<file path="src/rtl/square_tone_gen.sv">
// Multi-channel square-wave tone generator with a 1-bit mixed speaker output.
// Latency: config takes effect at the accept edge; every output is a register (one clock from its inputs).
// Backpressure: cfg_ready drops for one clock after each accept, so at most one write per two clocks.
//
// Ports:
//   CLOCK_50, RESET_N             clock (posedge) and synchronous active-low reset
//   cfg_valid/cfg_ready           config write handshake; cfg_ch/cfg_half_period/cfg_duration sampled at accept
//   enable                        global gate; 0 freezes every channel and forces tone_out/mix_out low
//   tone_out, busy                per-channel square wave and RUN indication
//   mix_out                       mixed speaker drive
// Optional feature macro: TONE_MIX_EN (sigma-delta mix of all channels instead of a plain OR).
module square_tone_gen #(
    parameter int NUM_CH = 2,
    parameter int DIV_W  = 20,
    parameter int DUR_W  = 24,
    localparam int CH_W  = (NUM_CH > 1) ? $clog2(NUM_CH) : 1
) (
    input  logic              CLOCK_50,
    input  logic              RESET_N,
    input  logic              cfg_valid,
    output logic              cfg_ready,
    input  logic [CH_W-1:0]   cfg_ch,
    input  logic [DIV_W-1:0]  cfg_half_period,
    input  logic [DUR_W-1:0]  cfg_duration,
    input  logic              enable,
    output logic [NUM_CH-1:0] tone_out,
    output logic [NUM_CH-1:0] busy,
    output logic              mix_out
);

    typedef enum logic {
        ST_IDLE = 1'b0,
        ST_RUN  = 1'b1
    } ch_state_e;

    ch_state_e          state_q [NUM_CH];
    ch_state_e          state_d [NUM_CH];
    logic [DIV_W-1:0]   hp_q    [NUM_CH];
    logic [DIV_W-1:0]   hp_d    [NUM_CH];
    logic [DIV_W-1:0]   phase_q [NUM_CH];
    logic [DIV_W-1:0]   phase_d [NUM_CH];
    logic [DUR_W-1:0]   dur_q   [NUM_CH];
    logic [DUR_W-1:0]   dur_d   [NUM_CH];

    // wave_q is the free-running square wave; tone_q is the gated copy seen at the pins.
    logic [NUM_CH-1:0]  wave_q, wave_d;
    logic [NUM_CH-1:0]  tone_q, tone_d;
    logic [NUM_CH-1:0]  busy_q, busy_d;
    logic               ready_q, ready_d;
    logic               mix_q, mix_d;
    logic               accept;

    // ------------------------------------------------------------------
    // Handshake and per-channel next state
    // ------------------------------------------------------------------
    always_comb begin
        accept  = cfg_valid & ready_q;
        ready_d = ready_q ? ~cfg_valid : 1'b1;
        wave_d  = wave_q;
        busy_d  = '0;

        for (int c = 0; c < NUM_CH; c++) begin
            state_d[c] = state_q[c];
            hp_d[c]    = hp_q[c];
            phase_d[c] = phase_q[c];
            dur_d[c]   = dur_q[c];

            // Out-of-range cfg_ch matches no channel, so such a write is a no-op.
            if (accept && (int'(cfg_ch) == c)) begin
                phase_d[c] = '0;
                wave_d[c]  = 1'b0;
                if (cfg_half_period == '0) begin
                    state_d[c] = ST_IDLE;
                    hp_d[c]    = '0;
                    dur_d[c]   = '0;
                end else begin
                    state_d[c] = ST_RUN;
                    hp_d[c]    = cfg_half_period;
                    dur_d[c]   = cfg_duration;
                end
            end else begin
                case (state_q[c])
                    ST_RUN: begin
                        if (enable) begin
                            if (dur_q[c] == DUR_W'(1)) begin
                                // Last enabled clock of a timed note.
                                state_d[c] = ST_IDLE;
                                hp_d[c]    = '0;
                                phase_d[c] = '0;
                                dur_d[c]   = '0;
                                wave_d[c]  = 1'b0;
                            end else begin
                                // dur==0 means continuous: never decremented.
                                if (dur_q[c] != '0) begin
                                    dur_d[c] = dur_q[c] - DUR_W'(1);
                                end
                                if (phase_q[c] == hp_q[c] - DIV_W'(1)) begin
                                    phase_d[c] = '0;
                                    wave_d[c]  = ~wave_q[c];
                                end else begin
                                    phase_d[c] = phase_q[c] + DIV_W'(1);
                                end
                            end
                        end
                    end
                    default: begin
                        hp_d[c]    = '0;
                        phase_d[c] = '0;
                        dur_d[c]   = '0;
                        wave_d[c]  = 1'b0;
                    end
                endcase
            end

            busy_d[c] = (state_d[c] == ST_RUN);
        end

        // Gate with the enable sampled at this edge: pins go low from the next edge.
        tone_d = wave_d & {NUM_CH{enable}};
    end

    // ------------------------------------------------------------------
    // Mixer: works on the registered pin values, so mix_out trails tone_out
    // by one clock; the enable gate keeps it low on the same edge as tone_out.
    // ------------------------------------------------------------------
`ifdef TONE_MIX_EN
    localparam int ACC_W = CH_W + 1;

    logic [ACC_W-1:0] acc_q, acc_d;
    logic [ACC_W-1:0] pop;
    logic [ACC_W:0]   sum;

    always_comb begin
        pop = '0;
        for (int c = 0; c < NUM_CH; c++) begin
            pop = pop + ACC_W'(tone_q[c]);
        end
        sum = {1'b0, acc_q} + {1'b0, pop};
        if (sum >= (ACC_W + 1)'(NUM_CH)) begin
            acc_d = ACC_W'(sum - (ACC_W + 1)'(NUM_CH));
            mix_d = enable;
        end else begin
            acc_d = sum[ACC_W-1:0];
            mix_d = 1'b0;
        end
    end

    always_ff @(posedge CLOCK_50) begin
        if (!RESET_N) begin
            acc_q <= '0;
        end else begin
            acc_q <= acc_d;
        end
    end
`else
    always_comb begin
        mix_d = enable & (|tone_q);
    end
`endif

    // ------------------------------------------------------------------
    // State registers
    // ------------------------------------------------------------------
    always_ff @(posedge CLOCK_50) begin
        if (!RESET_N) begin
            for (int c = 0; c < NUM_CH; c++) begin
                state_q[c] <= ST_IDLE;
                hp_q[c]    <= '0;
                phase_q[c] <= '0;
                dur_q[c]   <= '0;
            end
            wave_q  <= '0;
            tone_q  <= '0;
            busy_q  <= '0;
            ready_q <= 1'b0;
            mix_q   <= 1'b0;
        end else begin
            for (int c = 0; c < NUM_CH; c++) begin
                state_q[c] <= state_d[c];
                hp_q[c]    <= hp_d[c];
                phase_q[c] <= phase_d[c];
                dur_q[c]   <= dur_d[c];
            end
            wave_q  <= wave_d;
            tone_q  <= tone_d;
            busy_q  <= busy_d;
            ready_q <= ready_d;
            mix_q   <= mix_d;
        end
    end

    assign cfg_ready = ready_q;
    assign tone_out  = tone_q;
    assign busy      = busy_q;
    assign mix_out   = mix_q;

endmodule
</file>
<file path="config.mk">
export PLATFORM = sky130hd
export DESIGN_NAME = square_tone_gen
export DESIGN_NICKNAME = d
export VERILOG_FILES = /design/src/rtl/square_tone_gen.sv
export SDC_FILE = /design/constraint.sdc
export NUM_CORES = 1
export LEC_CHECK = 0
export CAP_MARGIN = 20
export CORE_MARGIN = 8
export CORE_UTILIZATION = 30
export DETAILED_ROUTE_END_ITERATION = 10
export PLACE_DENSITY = 0.47
export RECOVER_POWER = 100
export SYNTH_ARGS = -nofsm -noshare
export SYNTH_HDL_FRONTEND = slang
export SYNTH_SLANG_ARGS = --single-unit
</file>
<file path="constraint.sdc">
create_clock -name CLOCK_50 -period 5.5 [get_ports CLOCK_50]
set_input_delay 1.375 -clock CLOCK_50 [delete_from_list [all_inputs] [get_ports CLOCK_50]]
set_output_delay 1.375 -clock CLOCK_50 [all_outputs]
set_load 0.05 [all_outputs]
</file>
==> results of run 1 <==
==> worst paths after layout <==
| check | startpoint | end | cells after the start |
|---|---|---|---|
| setup reg to reg | hp_q[0][23] | phase_q[0][34] | 8 |
| hold / removal | cfg_ready | cfg_ready | 1 |
| hold reg to reg | cfg_ready | cfg_ready | 1 |
| setup / recovery | hp_q[0][23] | phase_q[0][34] | 8 |
==> worst max-delay path: stages (launching register included) <==
cell,delay (ns)
dfxtp_1,0.39
nor4_1,0.88
nand3_1,0.47
xnor2_1,0.26
a2111oi_0,0.49
nand4_1,0.25
or3_1,0.50
o21ai_4,0.50
nor2_1,0.10
==> synth_stat cells, drive strengths merged, types with 10 or more instances <==
cell type and instances:
a21oi 53, a22o 44, a22oi 17, a32o 11
and3 10, buf 13, clkbuf 45, dfxtp 136
inv 25, nand2 98, nand3 31, nand4 21
nor2 127, nor3 50, nor4 33, o21ai 54
or3 12, or4 10, xnor2 41, xor2 48
==> registers in the layout, indices dropped and copies added (netlist names) <==
name / count
dur_q: 48
tone_out: 2
mix_out: 1
wave_q: 2
cfg_ready: 1
hp_q: 40
phase_q: 40
busy: 2
==> logic make-up after synthesis <==
kind of cell,after synthesis,synth area share (%)
AO/OA/AOI/OAI,244,21.4
multiplexers,7,0.918
flip-flops,136,33.9
buffers and inverters,83,4.46
AND/OR/NAND/NOR,448,28.1
adder cells (fa/ha/maj),8,1.24
XOR/XNOR,90,9.97
==> final cells by class <==
cell class	count	share of cell area [%]
tap	341	4.52
clock buffer	20	4.95
multi-input combinational	797	52.5
timing repair buffer	69	6.67
inverter	25	0.995
clock inverter	11	1.54
sequential	136	28.9
==> power by group through the flow <==
stage          sequential (mW)  clock [mW]  combinational [mW]
2_1_floorplan             1.05           0               0.293
3_3_place_gp              1.06           0               0.431
3_5_place_dp              1.06           0               0.429
4_1_cts                   1.04        1.24               0.433
5_1_grt                   1.04        1.28               0.480
6_report                  1.04        1.21               0.434
==> routing by layer <==
metal,global-route usage (%),up-vias,share of wire [%],wire [µm]
met5,0,-,0,0
met2,24.3,212,44,11200
li1,-,3773,-,-
met4,4.27,0,1.6,413
met3,4.25,32,5.7,1460
met1,20.9,3665,49,12400
==> through the flow <==
step	worst slack, ns	cells	util, %	hold WS [ns]	total power [mW]
6_report	1.53	1399	35.4	0.485	2.69
5_1_grt	1.16	1399	35.4	0.495	2.80
4_1_cts	1.85	1397	35.5	0.485	2.71
3_5_place_dp	1.43	1366	33.2	0.472	1.49
3_3_place_gp	1.49	1365	33.2	0.468	1.49
2_1_floorplan	2.41	1016	-	0.448	1.35
==> cell usage in the layout (no fill, tap or decap), types with 8 or more instances in the layout <==
cell type        count
a211oi_1             8
a21oi_1             52
a22o_1              44
a22oi_1             17
a32o_1              11
and3_1              10
buf_4                8
clkbuf_16           17
clkdlybuf4s50_1     45
dfxtp_1            136
dlygate4sd3_1        9
ha_1                 8
inv_1               24
nand2_1             98
nand2b_1             9
nand3_1             31
nand4_1             21
nor2_1             118
nor2_2               9
nor2b_1              9
nor3_1              50
nor4_1              32
o21ai_0             53
or3_1               11
or4_1                8
xnor2_1             41
xor2_1              48
==> metrics.md, run 1 <==
| Metric | Value |
|---|---|
| Sw frac | 28.3% |
| Largest fanout on the critical path | 15 |
| Max clock buf depth | 2 |
| Area Growth Syn to Fin | 17.3% |
| Slew Limit Fails | 0 |
| Die height | 180 µm |
| Area occupied by registers | 0.00272 mm² |
| Max_cap viols | 0 |
| Yosys top cell by area | dfxtp_1 |
| Worst setup SP type | register |
| Hold_buf cts | 0 |
| Gate power share | 16.2% |
| Clock transition at the registers of the reported paths | 0.06 ns |
| Critical path capture point type | register |
| GP Congestion | 0.826 |
| Dpl cell area | 0.00885 mm² |
| Detailed-placement wirelength estimate | 18.6 mm |
| Syn Nets | 1073 |
| Die area | 0.0323 mm² |
| # fillers | 2805 |
| RSZ-0062 raised after global routing | no |
| Initial DRC count | 574 |
| Count of flip-flops with a built-in enable after synthesis | 0 |
| Pwr/cell area | 285 mW/mm² |
| Seq/Total Area, Yosys | 33.9% |
| Max Fclk | 0.252 GHz |
| Async S/R FF share, synth | 0% |
| # DRC | 0 |
| Headroom to the max-slew limit | 24.7% |
| Classification of the worst setup path | reg2reg |
| Die width | 180 µm |
| Core area | 0.0267 mm² |
| Share of the synthesized area in the top cell type | 33.9% |
| Worst VDD drop | 203 µV |
| CTS H-tree depth | 4 |
| I/O Pins | 55 |
| First-pass GRT wire length | 41.5 mm |
| Vias in the first global route | 7677 |
| Pint | 1.93 mW |
| Post CTS Setup Buffer Count | 0 |
| CTS tree | done |
| Worst R2R Setup Slack | 1.53 ns |
| Yosys cell types | 72 |
| Synthesized area per cell | 7.92 µm² |
| Port bufs | 54 |
| Multi-input logic area | 0.00495 mm² |
| Synth Warn # | 0 |
| Leak | 3.42 nW |
| Number of antenna violations at the first check in global routing | 0 |
| Antenna diode count | 0 |
| P_sw | 0.759 mW |
| Final setup fails | 0 |
| Synthesized area | 0.00804 mm² |
| Critical path arrival | 4.26 ns |
| Layout Nets | 1103 |
| Ys flop type | dfxtp_1 |
| Clock sinks | 136 |
| Post-route cell area | 0.00943 mm² |
| Clock power frac | 45.1% |
| Synth Instances | 1016 |
| Area contributors post-synth | dfxtp_1 (34%), nor2_1 (5.5%), xor2_1 (5.2%) |
| Row count | 60 |
| Share of post-route cells with drive strength above 1 | 6.43% |
| Run status | finished clean |
| Worst min path class | reg2reg |
| Critical Path RT | 5.79 ns |
| Num CTS Buffers | 17 |
| Slew @ Worst Pin | 1.13 ns |
| Largest net degree at the start of global routing | 53 |
| Total length of routed wires | 25.5 mm |
| Period utilisation layout | 72.2% |
| Initial core utilization | 30.2% |
| WL per Instance | 18.2 µm |
| GRT Residual Overflow | 0 |
| GRT Overall Usage | 15.6% |
| Flop pwr share | 38.7% |
| Synth Register Bits | 136 |
| Min Clock Period, post-route | 3.97 ns |
| Clock latency at the later pin of the worst-skew pair | 0.43 ns |
| Vias | 7682 |
| Vias per Instance | 5.49 |
| First-pass DRT Iterations | 5 |
| Total negative slack | 0 ns |
| Final-report hold violation count | 0 |
| Root Driver | clkbuf_16 |
| Antenna-violating nets left | 0 |
| PostCTS Resize Cnt | 0 |
| Skew final | 0.0132 ns |
Power figures use the tool's default switching activity.
==> run 2: changes to the inputs <==
Settings changed: PLACE_DENSITY 0.47 to 0.49.
Clock period 5.5 ns to 3.3 ns, I/O delays scaled along.
==> metrics.md, run 2 (synthesized netlist as in run 1, its figures left out) <==
| Metric | Value |
|---|---|
| Most frequent cells in the layout | dfxtp_1 (136), nor2_1 (126), nand2_1 (97) |
| WL per Instance | 17.7 µm (-2.9%) |
| Classification of the worst setup path | reg2reg |
| Die height | 180 µm (unchanged) |
| Multi-input logic area | 0.00496 mm² (+0.28%) |
| # DRC | 0 (unchanged) |
| Final-report hold violation count | 0 (unchanged) |
| # fillers | 2774 (-1.1%) |
| Skew final | 0.00996 ns (-0.00327 ns) |
| Critical path capture point type | register |
| Largest net degree at the start of global routing | 51 (-3.8%) |
| Row count | 60 (unchanged) |
| Max Fclk | 0.314 GHz (+25%) |
| Critical Path RT | 3.66 ns (-2.13 ns) |
| Max_cap viols | 0 (unchanged) |
| Largest registers | dur_q (48), hp_q (40), phase_q (40) |
| Detailed-placement wirelength estimate | 18.6 mm (about the same) |
| CP top delay family | compound AO/OA/AOI/OAI gates |
| GRT Residual Overflow | 0 (unchanged) |
| Vias | 7675 (-0.091%) |
| Clock latency at the later pin of the worst-skew pair | 0.43 ns (about the same) |
| Clock sinks | 136 (unchanged) |
| Initial DRC count | 496 (-14%) |
| Worst setup SP type | register |
| Headroom to the max-slew limit | 23.0% (-1.7 points) |
| First-pass GRT wire length | 40.8 mm (-1.9%) |
| Critical path arrival | 3.55 ns (-0.71 ns) |
| Slew Limit Fails | 0 (unchanged) |
| Leak | 3.64 nW (+6.3%) |
| Crit path max-delay cell type | or4_1 |
| RSZ-0062 raised after global routing | no |
| Post CTS Setup Buffer Count | 0 (unchanged) |
| Area occupied by registers | 0.00272 mm² (unchanged) |
| Placement Setup Slack | -0.126 ns (-1.55 ns) |
| Worst Slack Setup Final | 0.111 ns (-1.42 ns) |
| Die area | 0.0323 mm² (unchanged) |
| Crit-path most repeated cell | a21oi_1 |
| Clock transition at the registers of the reported paths | 0.06 ns (about the same) |
| I/O Pins | 55 (unchanged) |
| GRT Overall Usage | 15.5% (-0.14 points) |
| GP Congestion | 0.849 (+2.8%) |
| Area Growth Syn to Fin | 21.5% |
| Worst VDD drop | 308 µV (+52%) |
| Min Clock Period, post-route | 3.19 ns (-0.782 ns) |
| Reg with most FFs | dur_q |
| Core area | 0.0267 mm² (unchanged) |
| Antenna diode count | 0 (unchanged) |
| Num CTS Buffers | 17 (unchanged) |
| CTS H-tree depth | 4 (unchanged) |
| Vias per Instance | 5.34 (-2.7%) |
| Share of post-route cells with drive strength above 1 | 9.77% (+3.3 points) |
| Vias in the first global route | 7367 (-4.0%) |
| Number of antenna violations at the first check in global routing | 1 (+1) |
| PostCTS Resize Cnt | 1 (+1) |
| Period utilisation layout | 96.6% (+24 points) |
| Worst min path class | reg2reg |
| Largest fanout on the critical path | 10 (-5) |
| First-pass DRT Iterations | 5 (unchanged) |
| Run status | finished clean |
| Final setup fails | 0 (unchanged) |
| Antenna-violating nets left | 0 (unchanged) |
| CTS tree | done |
| Most common cell after layout, fill and taps aside | dfxtp_1 |
| Largest register FFs | 48 (unchanged) |
| Port bufs | 54 (unchanged) |
| Total negative slack | 0 ns (unchanged) |
| Die width | 180 µm (unchanged) |
| Root Driver | clkbuf_16 |
| Layout Nets | 1140 (+3.4%) |
| Critical path buffers and inverters | 1 (+1) |
| Total length of routed wires | 25.4 mm (-0.37%) |
| Slew @ Worst Pin | 1.16 ns (+0.0279 ns) |
| Crit path cell chain | or4_1, clkbuf_2, nor3b_1, a21oi_1, a311oi_1, a2111oi_2, a21oi_1, o21ai_0, a21oi_1 |
| Hold_buf cts | 0 (unchanged) |
| Pwr/cell area | 462 mW/mm² (+62%) |
| Max clock buf depth | 2 (unchanged) |
| CP peak stage delay | 0.63 ns (-0.25 ns) |
| Initial core utilization | 30.2% (unchanged) |
[run 2: cell count changes in the layout (fill, tap and decap cells not counted), moves of 3 or more]
cell,change
nor2_1,+8
nor2_2,-8
buf_4,+34
clkbuf_1,-3
buf_12,+3
clkbuf_2,+5
[run 2: routing by layer]
metal	share of wire, %	vias up	GRT usage, %
li1	-	3853	-
met1	50	3600	21.4
met2	44	195	23.8
met3	4.6	27	3.61
met4	1.3	0	4.03
met5	0	-	0
[run 2: power breakdown]
group | total, mW | internal, mW | switching, mW
Combinational | 0.770 | 0.318 | 0.452
Clock | 2.02 | 1.24 | 0.773
Sequential | 1.73 | 1.68 | 0.0474
Total | 4.52 | 3.24 | 1.27
[run 2: worst min-delay path: cells and delay by family (launching register included)]
family	cells	cell delay, ns
flops	1	0.31
compound gates	2	0.12
[run 2: layout make-up]
type | instances | area share (%)
clock inverters | 11 | 1.51
repair buffers | 106 | 9.71
clock buffers | 20 | 4.78
inverters | 25 | 0.961
flip-flops and latches | 136 | 27.9
well taps | 341 | 4.37
multi-input cells | 797 | 50.8
[run 2: final timing paths]
| path | slack (ns) | startpoint | end | cells past startpoint |
|---|---|---|---|---|
| worst max-delay path | 0.11 | hp_q[0][3] | phase_q[0][17] | 9 |
| worst min-delay path | 0.47 | dur_q[0][47] | dur_q[0][47] | 2 |
| worst max register to register | 0.11 | hp_q[0][3] | phase_q[0][17] | 9 |
| worst min register to register | 0.47 | dur_q[0][47] | dur_q[0][47] | 2 |
[run 2: metrics by stage]
step / cells / util [%] / power, mW / area, µm² / hold slack (ns)
final: 1436 / 36.7 / 4.52 / 9770 / 0.472
after floorplan: 1016 / - / 2.25 / 8040 / 0.448
after detailed placement: 1405 / 34.5 / 2.53 / 9180 / 0.467
after CTS: 1436 / 36.8 / 4.56 / 9800 / 0.479
after global placement: 1405 / 34.5 / 2.54 / 9180 / 0.468
after global routing: 1436 / 36.7 / 4.73 / 9770 / 0.500
